### src/rtl/spike_event_queue.sv
// spike_event_queue: captures a per-timestep spike vector and serializes it into
// neuron addresses (lowest index first). Addresses are buffered in a show-ahead
// FIFO and read through the active-low snn_event_n / neuron_addr_out / snn_ren
// interface.
// Optional feature macro: SPIKE_QUEUE_TIMESTAMP_EN adds an 8-bit timestep
// counter and the event_ts output. Each FIFO entry then stores {ts, addr}.
module spike_event_queue #(
  parameter int unsigned N_NEURONS = 16,
  parameter int unsigned ADDR_W    = 4,
  parameter int unsigned DEPTH     = 8
) (
  input  logic                 clock,
  input  logic                 reset_n,
  input  logic                 spike_valid,
  input  logic [N_NEURONS-1:0] spike_vec,
  output logic                 spike_ready,
  input  logic                 snn_ren,
  output logic                 snn_event_n,
  output logic [ADDR_W-1:0]    neuron_addr_out,
  output logic                 overflow
`ifdef SPIKE_QUEUE_TIMESTAMP_EN
  ,
  output logic [7:0]           event_ts
`endif
);

  localparam int unsigned PTR_W = $clog2(DEPTH);
  localparam int unsigned CNT_W = PTR_W + 1;
`ifdef SPIKE_QUEUE_TIMESTAMP_EN
  localparam int unsigned TS_W    = 8;
  localparam int unsigned ENTRY_W = TS_W + ADDR_W;
`else
  localparam int unsigned ENTRY_W = ADDR_W;
`endif

  typedef enum logic {
    S_IDLE = 1'b0,
    S_SCAN = 1'b1
  } state_t;

  state_t               r_state;
  state_t               w_state_nxt;
  logic                 r_spike_ready;
  logic                 r_overflow;
  logic [N_NEURONS-1:0] r_pending;
  logic [ENTRY_W-1:0]   r_mem [DEPTH];
  logic [PTR_W-1:0]     r_wptr;
  logic [PTR_W-1:0]     r_rptr;
  logic [CNT_W-1:0]     r_count;

  logic                 w_accept;
  logic                 w_push;
  logic                 w_pop;
  logic                 w_empty;
  logic                 w_full;
  logic [ADDR_W-1:0]    w_low_idx;
  logic [N_NEURONS-1:0] w_pending_clr;
  logic [ENTRY_W-1:0]   w_entry;
  logic [ENTRY_W-1:0]   w_head;

`ifdef SPIKE_QUEUE_TIMESTAMP_EN
  logic [TS_W-1:0]      r_ts;
  logic [TS_W-1:0]      r_pending_ts;
`endif

  assign w_empty = (r_count == '0);
  assign w_full  = (r_count == CNT_W'(DEPTH));
  assign w_pop   = snn_ren && !w_empty;
  assign w_head  = r_mem[r_rptr];

  // Lowest set bit of pending is the next address to emit.
  always_comb begin
    w_low_idx = '0;
    for (int i = int'(N_NEURONS) - 1; i >= 0; i--) begin
      if (r_pending[i]) w_low_idx = ADDR_W'(i);
    end
  end

  // Pending vector with its lowest set bit cleared.
  assign w_pending_clr = r_pending & (r_pending - N_NEURONS'(1));

`ifdef SPIKE_QUEUE_TIMESTAMP_EN
  assign w_entry = {r_pending_ts, w_low_idx};
`else
  assign w_entry = w_low_idx;
`endif

  // Serializer next-state: accept in IDLE, push one address per cycle in SCAN.
  always_comb begin
    w_state_nxt = r_state;
    w_accept    = 1'b0;
    w_push      = 1'b0;
    case (r_state)
      S_IDLE: begin
        w_accept = spike_valid;
        if (spike_valid && (spike_vec != '0)) w_state_nxt = S_SCAN;
      end
      S_SCAN: begin
        w_push = !w_full || w_pop;
        if (w_push && (w_pending_clr == '0)) w_state_nxt = S_IDLE;
      end
      default: w_state_nxt = S_IDLE;
    endcase
  end

  // Serializer state, ready flag and sticky overflow.
  always_ff @(posedge clock or negedge reset_n) begin
    if (!reset_n) begin
      r_state       <= S_IDLE;
      r_spike_ready <= 1'b1;
      r_overflow    <= 1'b0;
    end else begin
      r_state       <= w_state_nxt;
      r_spike_ready <= (w_state_nxt == S_IDLE);
      if (spike_valid && !r_spike_ready) r_overflow <= 1'b1;
    end
  end

  // Pending vector: load on accept, clear one bit per successful push.
  always_ff @(posedge clock or negedge reset_n) begin
    if (!reset_n) begin
      r_pending <= '0;
    end else if (w_accept) begin
      r_pending <= spike_vec;
    end else if (w_push) begin
      r_pending <= w_pending_clr;
    end
  end

`ifdef SPIKE_QUEUE_TIMESTAMP_EN
  // Timestep counter advances on every accepted vector; value is held with the vector.
  always_ff @(posedge clock or negedge reset_n) begin
    if (!reset_n) begin
      r_ts         <= '0;
      r_pending_ts <= '0;
    end else if (w_accept) begin
      r_ts         <= r_ts + TS_W'(1);
      r_pending_ts <= r_ts;
    end
  end
`endif

  // FIFO storage; contents are don't-care while the occupancy counter says empty.
  always_ff @(posedge clock) begin
    if (w_push) r_mem[r_wptr] <= w_entry;
  end

  // FIFO pointers and occupancy; pointers wrap at DEPTH.
  always_ff @(posedge clock or negedge reset_n) begin
    if (!reset_n) begin
      r_wptr  <= '0;
      r_rptr  <= '0;
      r_count <= '0;
    end else begin
      if (w_push) r_wptr <= r_wptr + PTR_W'(1);
      if (w_pop)  r_rptr <= r_rptr + PTR_W'(1);
      case ({w_push, w_pop})
        2'b10:   r_count <= r_count + CNT_W'(1);
        2'b01:   r_count <= r_count - CNT_W'(1);
        default: r_count <= r_count;
      endcase
    end
  end

  assign spike_ready     = r_spike_ready;
  assign overflow        = r_overflow;
  assign snn_event_n     = w_empty;
  assign neuron_addr_out = w_empty ? '0 : w_head[ADDR_W-1:0];
`ifdef SPIKE_QUEUE_TIMESTAMP_EN
  assign event_ts        = w_empty ? '0 : w_head[ENTRY_W-1 -: TS_W];
`endif

endmodule

### config.mk
export PLATFORM = sky130hd
export DESIGN_NAME = spike_event_queue
export DESIGN_NICKNAME = d
export VERILOG_FILES = /design/src/rtl/spike_event_queue.sv
export SDC_FILE = /design/constraint.sdc
export NUM_CORES = 1
export LEC_CHECK = 0
export CAP_MARGIN = 0
export CORE_UTILIZATION = 55
export CTS_CLUSTER_SIZE = 25
export DETAILED_ROUTE_END_ITERATION = 8
export MAX_ROUTING_LAYER = met4
export PLACE_DENSITY = 0.77
export SYNTH_ARGS = -nofsm -noshare
export SYNTH_HDL_FRONTEND = slang
export SYNTH_SLANG_ARGS = --single-unit
### constraint.sdc
create_clock -name clock -period 5.8 [get_ports clock]
set_clock_uncertainty 0.05 [all_clocks]
set_input_delay 0.87 -clock clock [delete_from_list [all_inputs] [get_ports clock]]
set_output_delay 0.87 -clock clock [all_outputs]
set_load 0.01 [all_outputs]
# [Word level (Yosys, flattened, before mapping)]
# Memory sizes are Yosys's and may differ from the RTL's.
# Index checks and enable logic that the tools add are counted.
[word_totals] mem_count=1 wordCells=59 register_bits=29 output_inout_bits=7 mem_bits_rw=32
[op_classes] bitwise_logic=3 n_mux=27 reduce_logical=13 n_eq_ne=3 n_addsub=5
[memory_table] name="r_mem" depth=8 word_bits=4 read_ports=1 rd_clocked_by_memory_dff=0 wr=1 line_no="46" rtl="logic [ENTRY_W-1:0] r_mem [DEPTH];"
[op_table] operator="two-way mux 4 bit" n=17
[op_table] operator="two-way mux 16 bit" n=2
[op_table] operator="bitwise AND 16 bit" n=1
[op_table] operator="zero test 16 bit" n=1
[op_table] operator="nonzero test 16 bit" n=1
[op_table] operator="subtractor 16 x 1 -> 16 bit, second input constant" n=1
[op_table] operator="case mux 4 bit (2 select lines)" n=1
[op_table] operator="adder 3 x 1 -> 3 bit, second input constant" n=2
[op_table] operator="two-way mux 1 bit" n=6
[op_table] operator="adder 4 x 1 -> 4 bit, second input constant" n=1
[op_table] operator="== test 4 bit, second input constant" n=1
[op_table] operator="logical AND 1 bit" n=4
[op_table] operator="zero test 4 bit" n=1
[op_table] operator="nonzero test 2 bit" n=2
[op_table] operator="subtractor 4 x 1 -> 4 bit, second input constant" n=1
[op_table] operator="zero test 1 bit" n=3
[op_table] operator="== test 2 x 1 -> 1 bit, second input constant" n=1
[op_table] operator="== test 2 bit, second input constant" n=1
[op_table] operator="inverter 1 bit" n=2
[op_table] operator="case mux 1 bit (2 select lines)" n=1
[op_table] operator="logical OR 1 bit" n=1

# [Logic depth before layout (Yosys ltp)]
# Gate-level depths: netlist (run 1).
[logic_depth] word_depth=16 ltp_mapped=11 depth_no_buf=10

# [Least setup slack after synthesis (run 1)]
# OpenSTA, ideal clock, no wires.
[synth_timing] kind="input-to-reg" from="in snn_ren" to="reg r_count[3]" setup_ps=125 path_buffers=2 setup_slack_ps=2906 arrival_ps=2719 path_stages=11 path_cell_list="nand2b_1 o21ai_2 clkbuf_1 buf_2 ha_1 ha_1 a21o_1 a21oi_1 xnor2_1 nor2_1 xor2_1"
[synth_via] elab_chain_cells=5 word_cells_on_any_way=7 cone_classes="eq/ne: 2; mux: 2; reduce/logical: 3"
[synth_rtl] element="start: declaration" line_no="17" rtl="input logic snn_ren,"
[synth_rtl] element="logical AND 1 bit *" line_no="68" rtl="assign w_pop = snn_ren && !w_empty;"
[synth_rtl] element="logical OR 1 bit" line_no="99" rtl="w_push = !w_full || w_pop;"
[synth_rtl] element="two-way mux 1 bit" line_no="93" rtl="case (r_state)"
[synth_rtl] element="== test 2 x 1 -> 1 bit / == test 2 bit (equally long branches)" line_no="157" rtl="case ({w_push, w_pop})"
[synth_rtl] element="case mux 4 bit (2 select lines) / nonzero test 2 bit (equally long branches)"
[synth_rtl] element="end signal: assignment" line_no="158" rtl="2'b10: r_count <= r_count + CNT_W'(1);"
[synth_rtl] element="end signal: assignment" line_no="159" rtl="2'b01: r_count <= r_count - CNT_W'(1);"
[synth_rtl] element="end signal: assignment" line_no="160" rtl="default: r_count <= r_count;"
[synth_rtl] element="end: declaration" line_no="49" rtl="logic [CNT_W-1:0] r_count;"
# Every way passes the cells marked *; elsewhere a longest branch is shown, timed or not.
# A chain may end at the register's enable or synchronous reset.

# [Final worst setup path (run 1)]
[layout_timing] from="reg r_rptr[0]" to="out neuron_addr_out[3]"
[layout_via] elab_chain_cells=2
[layout_rtl] element="start: declaration" line_no="48" rtl="logic [PTR_W-1:0] r_rptr;"
[layout_rtl] element="start signal: assignment" line_no="156" rtl="if (w_pop) r_rptr <= r_rptr + PTR_W'(1);"
[layout_rtl] element="memory (8 x 4 bit)"
[layout_rtl] element="two-way mux 4 bit" line_no="168" rtl="assign neuron_addr_out = w_empty ? '0 : w_head[ADDR_W-1:0];"
[layout_rtl] element="end: declaration" line_no="19" rtl="output logic [ADDR_W-1:0] neuron_addr_out,"
# Every way passes these cells.

==> results of run 1 <==
==> state kept, by name, indices dropped and copies added (netlist names) <==
name / flops
r_rptr: 3
r_wptr: 3
spike_ready: 1
r_count: 4
r_pending: 16
r_mem: 32
overflow: 1
r_state: 1
==> area by class of cell <==
class | instances | area (sq um) | share of cell area (%)
clock buffers | 9 | 123.9 | 3.553
repair buffers | 27 | 267.8 | 7.681
inverters | 9 | 33.78 | 0.9691
clock inverters | 7 | 98.84 | 2.836
multi-input cells | 163 | 1186 | 34.03
flip-flops and latches | 61 | 1688 | 48.42
well taps | 70 | 87.58 | 2.513
==> worst register-to-register path: cells and delay by family (launching register included) <==
family          cells  cell delay [ns]
compound gates      3             1.05
fa+ha+maj           2             0.57
simple gates        2             0.49
flops               1             0.43
xor+xnor            2             0.27
==> report_power, final <==
| part | internal [mW] | leakage [nW] | total, mW | switching (mW) |
|---|---|---|---|---|
| Sequential | 0.742 | 0.653 | 0.923 | 0.181 |
| Clock | 0.244 | 0.110 | 0.421 | 0.177 |
| Combinational | 0.435 | 0.568 | 0.949 | 0.514 |
| Total | 1.42 | 1.33 | 2.29 | 0.872 |
==> logic make-up after synthesis <==
logic type	Yosys count	share of synthesized area, %
compound gates	46	10.67
xor+xnor	8	2.362
fa+ha+maj	7	3.121
buf+inv	22	3.121
flops	61	56.90
mux	16	8.815
simple gates	86	15.02
==> cell usage in the layout (no fill, tap or decap), drive strengths merged, types with 3 or more instances in the layout <==
cell	n
xor2	3
nand2	26
ha	5
a21oi	12
nor2	23
xnor2	5
mux4	8
nor2b	3
dfrtp	28
o21ai	10
nor3	7
edfxtp	32
nand3	3
inv	10
a22o	3
nor4	9
clkinv	3
clkbuf	9
nand2b	3
mux2i	7
clkdlybuf4s50	26
o21bai	3
==> worst max path at each step <==
stage	from	end	slack, ns	cells after the start
5_1_grt	snn_ren	r_count[3]	2.37	10
2_1_floorplan	snn_ren	r_count[3]	2.91	11
4_1_cts	r_rptr[0]	neuron_addr_out[3]	2.49	4
3_3_place_gp	snn_ren	r_count[3]	2.34	10
6_report	r_rptr[0]	neuron_addr_out[3]	2.54	4
3_5_place_dp	snn_ren	r_count[3]	2.27	10
==> through the flow <==
stage	utilization [%]	power [mW]	hold slack (ns)
global placement	63.49	1.829	0.3880
global route	67.82	2.456	0.4446
CTS	67.82	2.294	0.4143
detailed placement	63.49	1.866	0.3979
finish	67.82	2.293	0.4099
floorplan	-	1.570	0.4144
==> per-layer routing <==
metal  GRT usage, %  routed length, um  vias to the layer above
met2          35.91               2792                       75
met4          12.96                 97                        0
met1          33.19               2691                     1008
met5              -                  0                        -
li1               -                  -                      968
met3          5.820                286                        8
==> results.ini, run 1 <==
[floorplanning]
start_util_pct=57.72
coreArea_sq_mm=0.005140
ios=27
die_height_um=75.44
die_w_um=75.44
die_area_sq_mm=0.005691
fp-row-count=26

[critical_path]
path_cells=mux4_2 > mux2i_1 > nor2_1 > clkdlybuf4s50_1
r2r_start=r_count[0]
path_delay_family=multiplexers
path_class=flip-flop to output port
slowest_delay_ns=0.70
crit_required_ns=4.88
crit_buf_inv=1
reg2reg_depth=9
endpoint_kind=output port
slowest_stage=dfrtp_1
r2r-end=r_count[3]
worstSetupStartpointType=flip-flop
crit_fanout=10
cp.arrival_ns=2.34
r2r_slack_ns=2.83

[clock_tree]
cts.htree.levels=3
clockRootBuffer=clkbuf_8
cts_resized=0
post_cts_buffers=0
cts_buffers=9
cts_sinks=61
clock_latency_ns=0.34
clk_pin_slew_ns=0.07
cts.path.max_buffers=2
cts_tree=yes
hold_buffers=0

[logic_synthesis]
syn_area_sq_mm=0.002967
synth_cell_type_count=56
ys_dominant_reg_cell=edfxtp_1
ys_seq_elements=61
netlist_instances=246
ys_top_cells_by_area=edfxtp_1, dfrtp_1, mux4_2
synth_most_common_cell=edfxtp_1
yosysSeqAreaShare_pct=56.90
synthTopCellsByCount=edfxtp_1, dfrtp_1, nand2_1
yosysWarnings=0
synth-async-reset-ratio_pct=47.54
synth_top_area_share_pct=32.39
avgSynthCellArea_sq_um=12.06
synth_edf_count=32
synthesis.nets=272
synth_top_cell_by_area=edfxtp_1

[routing]
vias=2059
drt_iter0_drc=115
first_pass_iters=4
drc_errors=0
avgViaCountPerCell=5.951
antenna_left=0
routedWlPerCell_um=16.96
finalWirelength_um=5868

[flow_run]
maxCapViolCount=0

[sta]
worst_pin_slew_ns=1.224
setup_viol=0
slew_headroom_pct=18.22
slew_viol_final=0
layout_min_cycle_time_ns=3.260
rsz0062_at_grt=false
fin_setup_tns_ns=0
layout_setup_ws_ns=2.540
max_freq_ghz=0.3067
period_share_pct=56.21
hold_viol_final=0

[layout]
synthToLayoutAreaGrowth_pct=17.50
nets=297
n_fill_cell=423
final_layout_size_suffix_gt1_share_pct=13.41
fin_cells=346
antennaDiodeCount=0
stdcell_area_sq_mm=0.003486

[status]
outcome=complete, no violations

[pwr]
power.density_mw_per_mm2=657.7
ir_drop_uv=238.3
p_leak_nw=1.331

[worst_hold_path]
holdCritStartpoint=overflow
holdPathStages=1
hold_path_class=flip-flop to flip-flop
whs_endpoint=overflow

[global_route]
gr-total-overflow=0
grt_antenna_before_repair=0
grt_max_degree=30
grtUsageTotal_pct=24.99
first_global_vias=1962
grt_pass1_wl_um=9735

[placement]
post-place-ws_ns=2.270
io_buffers=26
place_inst=330
dpl_cell_area_sq_mm=0.003263
place_hpwl_um=3937
gp_congestion=0.8299

Note: power is estimated with default switching activity, not from simulation.
==> run 2: changes to the inputs <==
==> constraint.sdc (replaced) <==
create_clock -name clock -period 3.3 [get_ports clock]
set_clock_uncertainty 0.05 [all_clocks]
set_input_delay 0.495 -clock clock [delete_from_list [all_inputs] [get_ports clock]]
set_output_delay 0.495 -clock clock [all_outputs]
set_load 0.01 [all_outputs]
==> run 2 against run 1 <==
Sequential power up 73%. Final cell count is 1.7% higher. Power increased by 71%. Register-to-register slack worse by 2.3 ns. Largest power group unchanged.
==> results.ini, run 2 (synthesis gave the netlist of run 1 again) <==
[layout]
synthToLayoutAreaGrowth_pct=17.93
n_fill_cell=402  ; -5.0%
top_regs=r_mem x32, r_pending x16, r_count x4
final_cell_mix=edfxtp_1, dfrtp_1, clkdlybuf4s50_1
nets=303  ; +2.0%
fin_cells=352  ; +1.7%
regMostFlops=r_mem
multi_input_area_sq_mm=0.001186  ; unchanged
final_layout_size_suffix_gt1_share_pct=15.25  ; +1.8 points
largest_reg_flops=32  ; unchanged
ff_latch_area_sq_mm=0.001688  ; unchanged
stdcell_area_sq_mm=0.003498  ; +0.36%
layout_commonest_cell=edfxtp_1
antennaDiodeCount=0  ; unchanged

[clock_tree]
hold_buffers=0  ; unchanged
cts_resized=0  ; unchanged
clock_latency_ns=0.33  ; about the same
cts.path.max_buffers=2  ; unchanged
clk_pin_slew_ns=0.07  ; about the same
post_cts_buffers=0  ; unchanged
clockRootBuffer=clkbuf_8
cts_buffers=9  ; unchanged
cts_sinks=61  ; unchanged
cts.htree.levels=3  ; unchanged
cts_tree=yes

[global_route]
grt_pass1_wl_um=9363  ; -3.8%
grt_max_degree=20  ; -33%
grt_antenna_before_repair=0  ; unchanged
first_global_vias=1930  ; -1.6%
grtUsageTotal_pct=23.94  ; -1.0 points
gr-total-overflow=0  ; unchanged

[routing]
vias=2055  ; -0.19%
avgViaCountPerCell=5.838  ; -1.9%
drt_iter0_drc=94  ; -18%
finalWirelength_um=5558  ; -5.3%
routedWlPerCell_um=15.79  ; -6.9%
drc_errors=0  ; unchanged
first_pass_iters=4  ; unchanged
antenna_left=0  ; unchanged

[pwr]
power_frac_comb_pct=43.0  ; +1.6 points
ir_drop_uv=576.7  ; +140%
seq_power_share_pct=40.9  ; +0.6 points
swShare_pct=37.63  ; -0.43 points
intPower_mw=2.446  ; +72%
clock_power_share_pct=16.1  ; -2.3 points
power.switching_mw=1.476  ; +69%
power.density_mw_per_mm2=1121  ; +70%
p_leak_nw=1.351  ; +1.5%

[floorplanning]
die_w_um=75.44  ; unchanged
start_util_pct=57.72  ; unchanged
die_height_um=75.44  ; unchanged
fp-row-count=26  ; unchanged
ios=27  ; unchanged
die_area_sq_mm=0.005691  ; unchanged
coreArea_sq_mm=0.005140  ; unchanged

[flow_run]
maxCapViolCount=0  ; unchanged

[worst_hold_path]
hold_path_class=flip-flop to flip-flop

[placement]
place_hpwl_um=4035  ; +2.5%
io_buffers=26  ; unchanged
place_inst=336  ; +1.8%
dpl_cell_area_sq_mm=0.003308  ; +1.4%
gp_congestion=0.7971  ; -4.0%

[sta]
slew_viol_final=0  ; unchanged
worst_pin_slew_ns=0.7353  ; -0.4888 ns
period_share_pct=86.04
rsz0062_at_grt=false
slew_headroom_pct=50.75  ; +33 points
layout_min_cycle_time_ns=2.839
max_freq_ghz=0.3522
hold_viol_final=0  ; unchanged
hold_slack_ns=0.4083  ; -0.001637 ns
setup_viol=0  ; unchanged
fin_setup_tns_ns=0  ; unchanged

[critical_path]
worstSetupStartpointType=flip-flop
path_class=flip-flop to output port
crit_fanout=10  ; unchanged
endpoint_kind=output port
crit_required_ns=2.75  ; -2.13 ns
cp.arrival_ns=2.29  ; -0.05 ns

[status]
outcome=complete, no violations

[run 2: cell count changes in the layout (fill, tap and decap cells not counted), sizes merged]
cell    previous run  this run
buf                1         7
clkinv             3         5
bufinv             2         1
inv               10         9
[run 2: final timing paths]
check	from	endpoint	slack, ns	depth (start not counted)
max	r_rptr[0]	neuron_addr_out[0]	0.46	4
min	overflow	overflow	0.41	1
max reg2reg	r_count[0]	r_count[3]	0.55	10
min reg2reg	overflow	overflow	0.41	1
max in group asynchronous	reset_n	r_wptr[0]	2.02	2
min in group asynchronous	reset_n	r_pending[9]	0.51	1
[run 2: stage by stage]
stage,total power [mW],util [%],worst slack (ns)
2_1_floorplan,2.759,-,0.5855
3_3_place_gp,3.255,64.36,0.6683
3_5_place_dp,3.301,64.36,0.5562
4_1_cts,3.940,68.06,0.4013
5_1_grt,4.201,68.06,0.2627
6_report,3.922,68.06,0.4607
[run 2: power by group through the flow]
stage               sequential, mW  combinational [mW]  clock, mW
floorplan                     1.46                1.30          0
global placement              1.60                1.65          0
detailed placement            1.62                1.69          0
CTS                           1.60                1.70      0.642
global route                  1.65                1.87      0.681
finish                        1.60                1.69      0.632
[run 2: final cells by class]
cell class,instances,share of cell area [%]
sequential,61,48.25
multi-input combinational,163,33.91
timing repair buffer,33,8.941
clock buffer,9,3.541
tap,70,2.504
clock inverter,7,1.896
inverter,9,0.9657
[run 2: metal layers]
layer  vias to the layer above  wire length, um  track usage (%)
met5                         -                0                -
met3                         8              226            5.159
met1                      1001             2522            30.67
met2                        58             2711            37.70
li1                        988                -                -
met4                         0               98            9.259
[run 2: worst max-delay path, cell delays in order (launching register included)]
cell and delay (ns):
dfrtp_1 0.68, mux4_2 0.59, mux2i_1 0.15, nor2_1 0.06, clkdlybuf4s50_1 0.49
==> run 3: changes to the inputs <==
--- a/config.mk
+++ b/config.mk
@@ -6,11 +6,12 @@
 export NUM_CORES = 1
 export LEC_CHECK = 0
 export CAP_MARGIN = 0
-export CORE_UTILIZATION = 55
+export CORE_UTILIZATION = 57
 export CTS_CLUSTER_SIZE = 25
 export DETAILED_ROUTE_END_ITERATION = 8
 export MAX_ROUTING_LAYER = met4
-export PLACE_DENSITY = 0.77
+export PLACE_DENSITY = 0.79
+export SLEW_MARGIN = 30
 export SYNTH_ARGS = -nofsm -noshare
 export SYNTH_HDL_FRONTEND = slang
 export SYNTH_SLANG_ARGS = --single-unit
==> run 3 against run 2 <==
Flip-flop and latch count did not move. Setup slack got worse by 0.017 ns. Clock-buffer cell count rose by 4. Power rose by 3.4%. Critical endpoint is now neuron_addr_out[3]. Highest routed layer unchanged.
==> results.ini, run 3 (synthesis gave the netlist of run 1 again) <==
[sta]
slew_headroom_pct=46.10  ; -4.7 points
hold_viol_final=0  ; unchanged
fin_setup_tns_ns=0  ; unchanged
slew_viol_final=0  ; unchanged
setup_viol=0  ; unchanged
layout_min_cycle_time_ns=2.857  ; +0.01746 ns
max_freq_ghz=0.3500  ; -0.61%
rsz0062_at_grt=false
layout_setup_ws_ns=0.4432  ; -0.01746 ns
worst_pin_slew_ns=0.8048  ; +0.06945 ns
period_share_pct=86.57  ; +0.53 points
hold_slack_ns=0.4228  ; +0.01456 ns

[layout]
layout_commonest_cell=edfxtp_1
antennaDiodeCount=0  ; unchanged
stdcell_area_sq_mm=0.003526  ; +0.79%
top_regs=r_mem x32, r_pending x16, r_count x4
postLayoutCoreUtil_pct=72.26  ; +4.2 points
final_layout_size_suffix_gt1_share_pct=14.54  ; -0.71 points
final_cell_mix=edfxtp_1, dfrtp_1, clkdlybuf4s50_1
regMostFlops=r_mem
nets=303  ; unchanged
fin_cells=349  ; -0.85%
largest_reg_flops=32  ; unchanged
synthToLayoutAreaGrowth_pct=18.85

[placement]
dpl_cell_area_sq_mm=0.003304  ; -0.11%
place_inst=333  ; -0.89%
gp_congestion=0.8367  ; +5.0%
place_hpwl_um=4328  ; +7.3%
post-place-ws_ns=0.5687  ; +0.01248 ns
io_buffers=26  ; unchanged

[routing]
drt_iter0_drc=149  ; +59%
routedWlPerCell_um=17.41  ; +10%
finalWirelength_um=6076  ; +9.3%
drc_errors=0  ; unchanged
first_pass_iters=5  ; +1
antenna_left=0  ; unchanged
avgViaCountPerCell=5.865  ; +0.47%
vias=2047  ; -0.39%

[clock_tree]
hold_buffers=0  ; unchanged
cts.path.max_buffers=2  ; unchanged
cts_buffers=9  ; unchanged
clockRootBuffer=clkbuf_8
cts_resized=0  ; unchanged
post_cts_buffers=0  ; unchanged
cts_sinks=61  ; unchanged
clk_pin_slew_ns=0.07  ; about the same
cts_tree=yes
cts.htree.levels=3  ; unchanged
clock_latency_ns=0.33  ; about the same

[critical_path]
crit_required_ns=2.75  ; about the same
worstSetupStartpointType=flip-flop
reg2reg_depth=10  ; unchanged
path_class=flip-flop to output port
crit_fanout=10  ; unchanged
cp.arrival_ns=2.31  ; +0.02 ns
endpoint_kind=output port

[flow_run]
maxCapViolCount=0  ; unchanged

[floorplanning]
ios=27  ; unchanged
coreArea_sq_mm=0.004880  ; -5.1%
start_util_pct=60.79  ; +3.1 points
fp-row-count=25  ; -3.8%
die_height_um=74.14  ; -1.7%
die_w_um=74.14  ; -1.7%
die_area_sq_mm=0.005497  ; -3.4%

[pwr]
power.density_mw_per_mm2=1150  ; +2.6%
total_power_mw=4.056  ; +3.4%
p_leak_nw=1.366  ; +1.1%
seq_power_share_pct=39.8  ; -1.1 points
clock_power_share_pct=17.8  ; +1.7 points
ir_drop_uv=557.2  ; -3.4%
intPower_mw=2.543  ; +4.0%
swShare_pct=37.31  ; -0.32 points
power_frac_comb_pct=42.3  ; -0.7 points
power.switching_mw=1.513  ; +2.6%

[global_route]
grtUsageTotal_pct=26.31  ; +2.4 points
gr-total-overflow=0  ; unchanged
first_global_vias=2014  ; +4.4%
grt_max_degree=30  ; +50%
grt_antenna_before_repair=0  ; unchanged
grt_pass1_wl_um=9942  ; +6.2%

[worst_hold_path]
holdPathStages=1  ; unchanged
hold_path_class=flip-flop to flip-flop

[status]
outcome=complete, no violations

==> run 3: cell types whose count changed in the layout (fill, tap and decap cells not counted), sizes merged <==
cell and change:
clkbuf +4, clkinv -3, clkinvlp -1
==> run 3: power groups by stage <==
stage | registers [mW] | logic [mW] | clock network (mW)
global placement | 1.60 | 1.65 | 0
finish | 1.62 | 1.72 | 0.724
floorplan | 1.46 | 1.30 | 0
detailed placement | 1.63 | 1.70 | 0
CTS | 1.61 | 1.72 | 0.733
global route | 1.65 | 1.90 | 0.764
==> run 3: cell type report <==
| type | count | area [sq um] |
|---|---|---|
| Sequential cell | 61 | 1688 |
| Fill cell | 340 | 1354 |
| Multi-Input combinational cell | 163 | 1186 |
| Timing Repair Buffer | 33 | 312.8 |
| Clock buffer | 13 | 181.4 |
| Tap cell | 67 | 83.83 |
| Clock inverter | 3 | 40.04 |
| Inverter | 9 | 33.78 |
==> run 3: layer usage <==
metal | wire, um | vias up | part of all wire, % | global-route usage (%)
li1 | - | 978 | - | -
met3 | 316 | 9 | 5.2 | 6.233
met2 | 2984 | 77 | 49 | 41.41
met1 | 2656 | 983 | 44 | 31.62
met5 | 0 | - | 0 | -
met4 | 118 | 0 | 1.9 | 13.68
==> run 3: worst paths after layout <==
| kind | startpoint | slack, ns | endpoint |
|---|---|---|---|
| max in group asynchronous | reset_n | 2.39 | spike_ready |
| setup reg to reg | r_count[0] | 0.56 | r_count[3] |
| hold reg to reg | overflow | 0.42 | overflow |
| setup / recovery | r_rptr[0] | 0.44 | neuron_addr_out[3] |
| hold / removal | overflow | 0.42 | overflow |
| min in group asynchronous | reset_n | 0.50 | r_pending[4] |
==> run 3: critical path, stage by stage (launching register included) <==
cell             delay [ns]
dfrtp_1                0.70
mux4_2                 0.60
mux2i_1                0.15
nor2_1                 0.05
clkdlybuf4s50_1        0.48
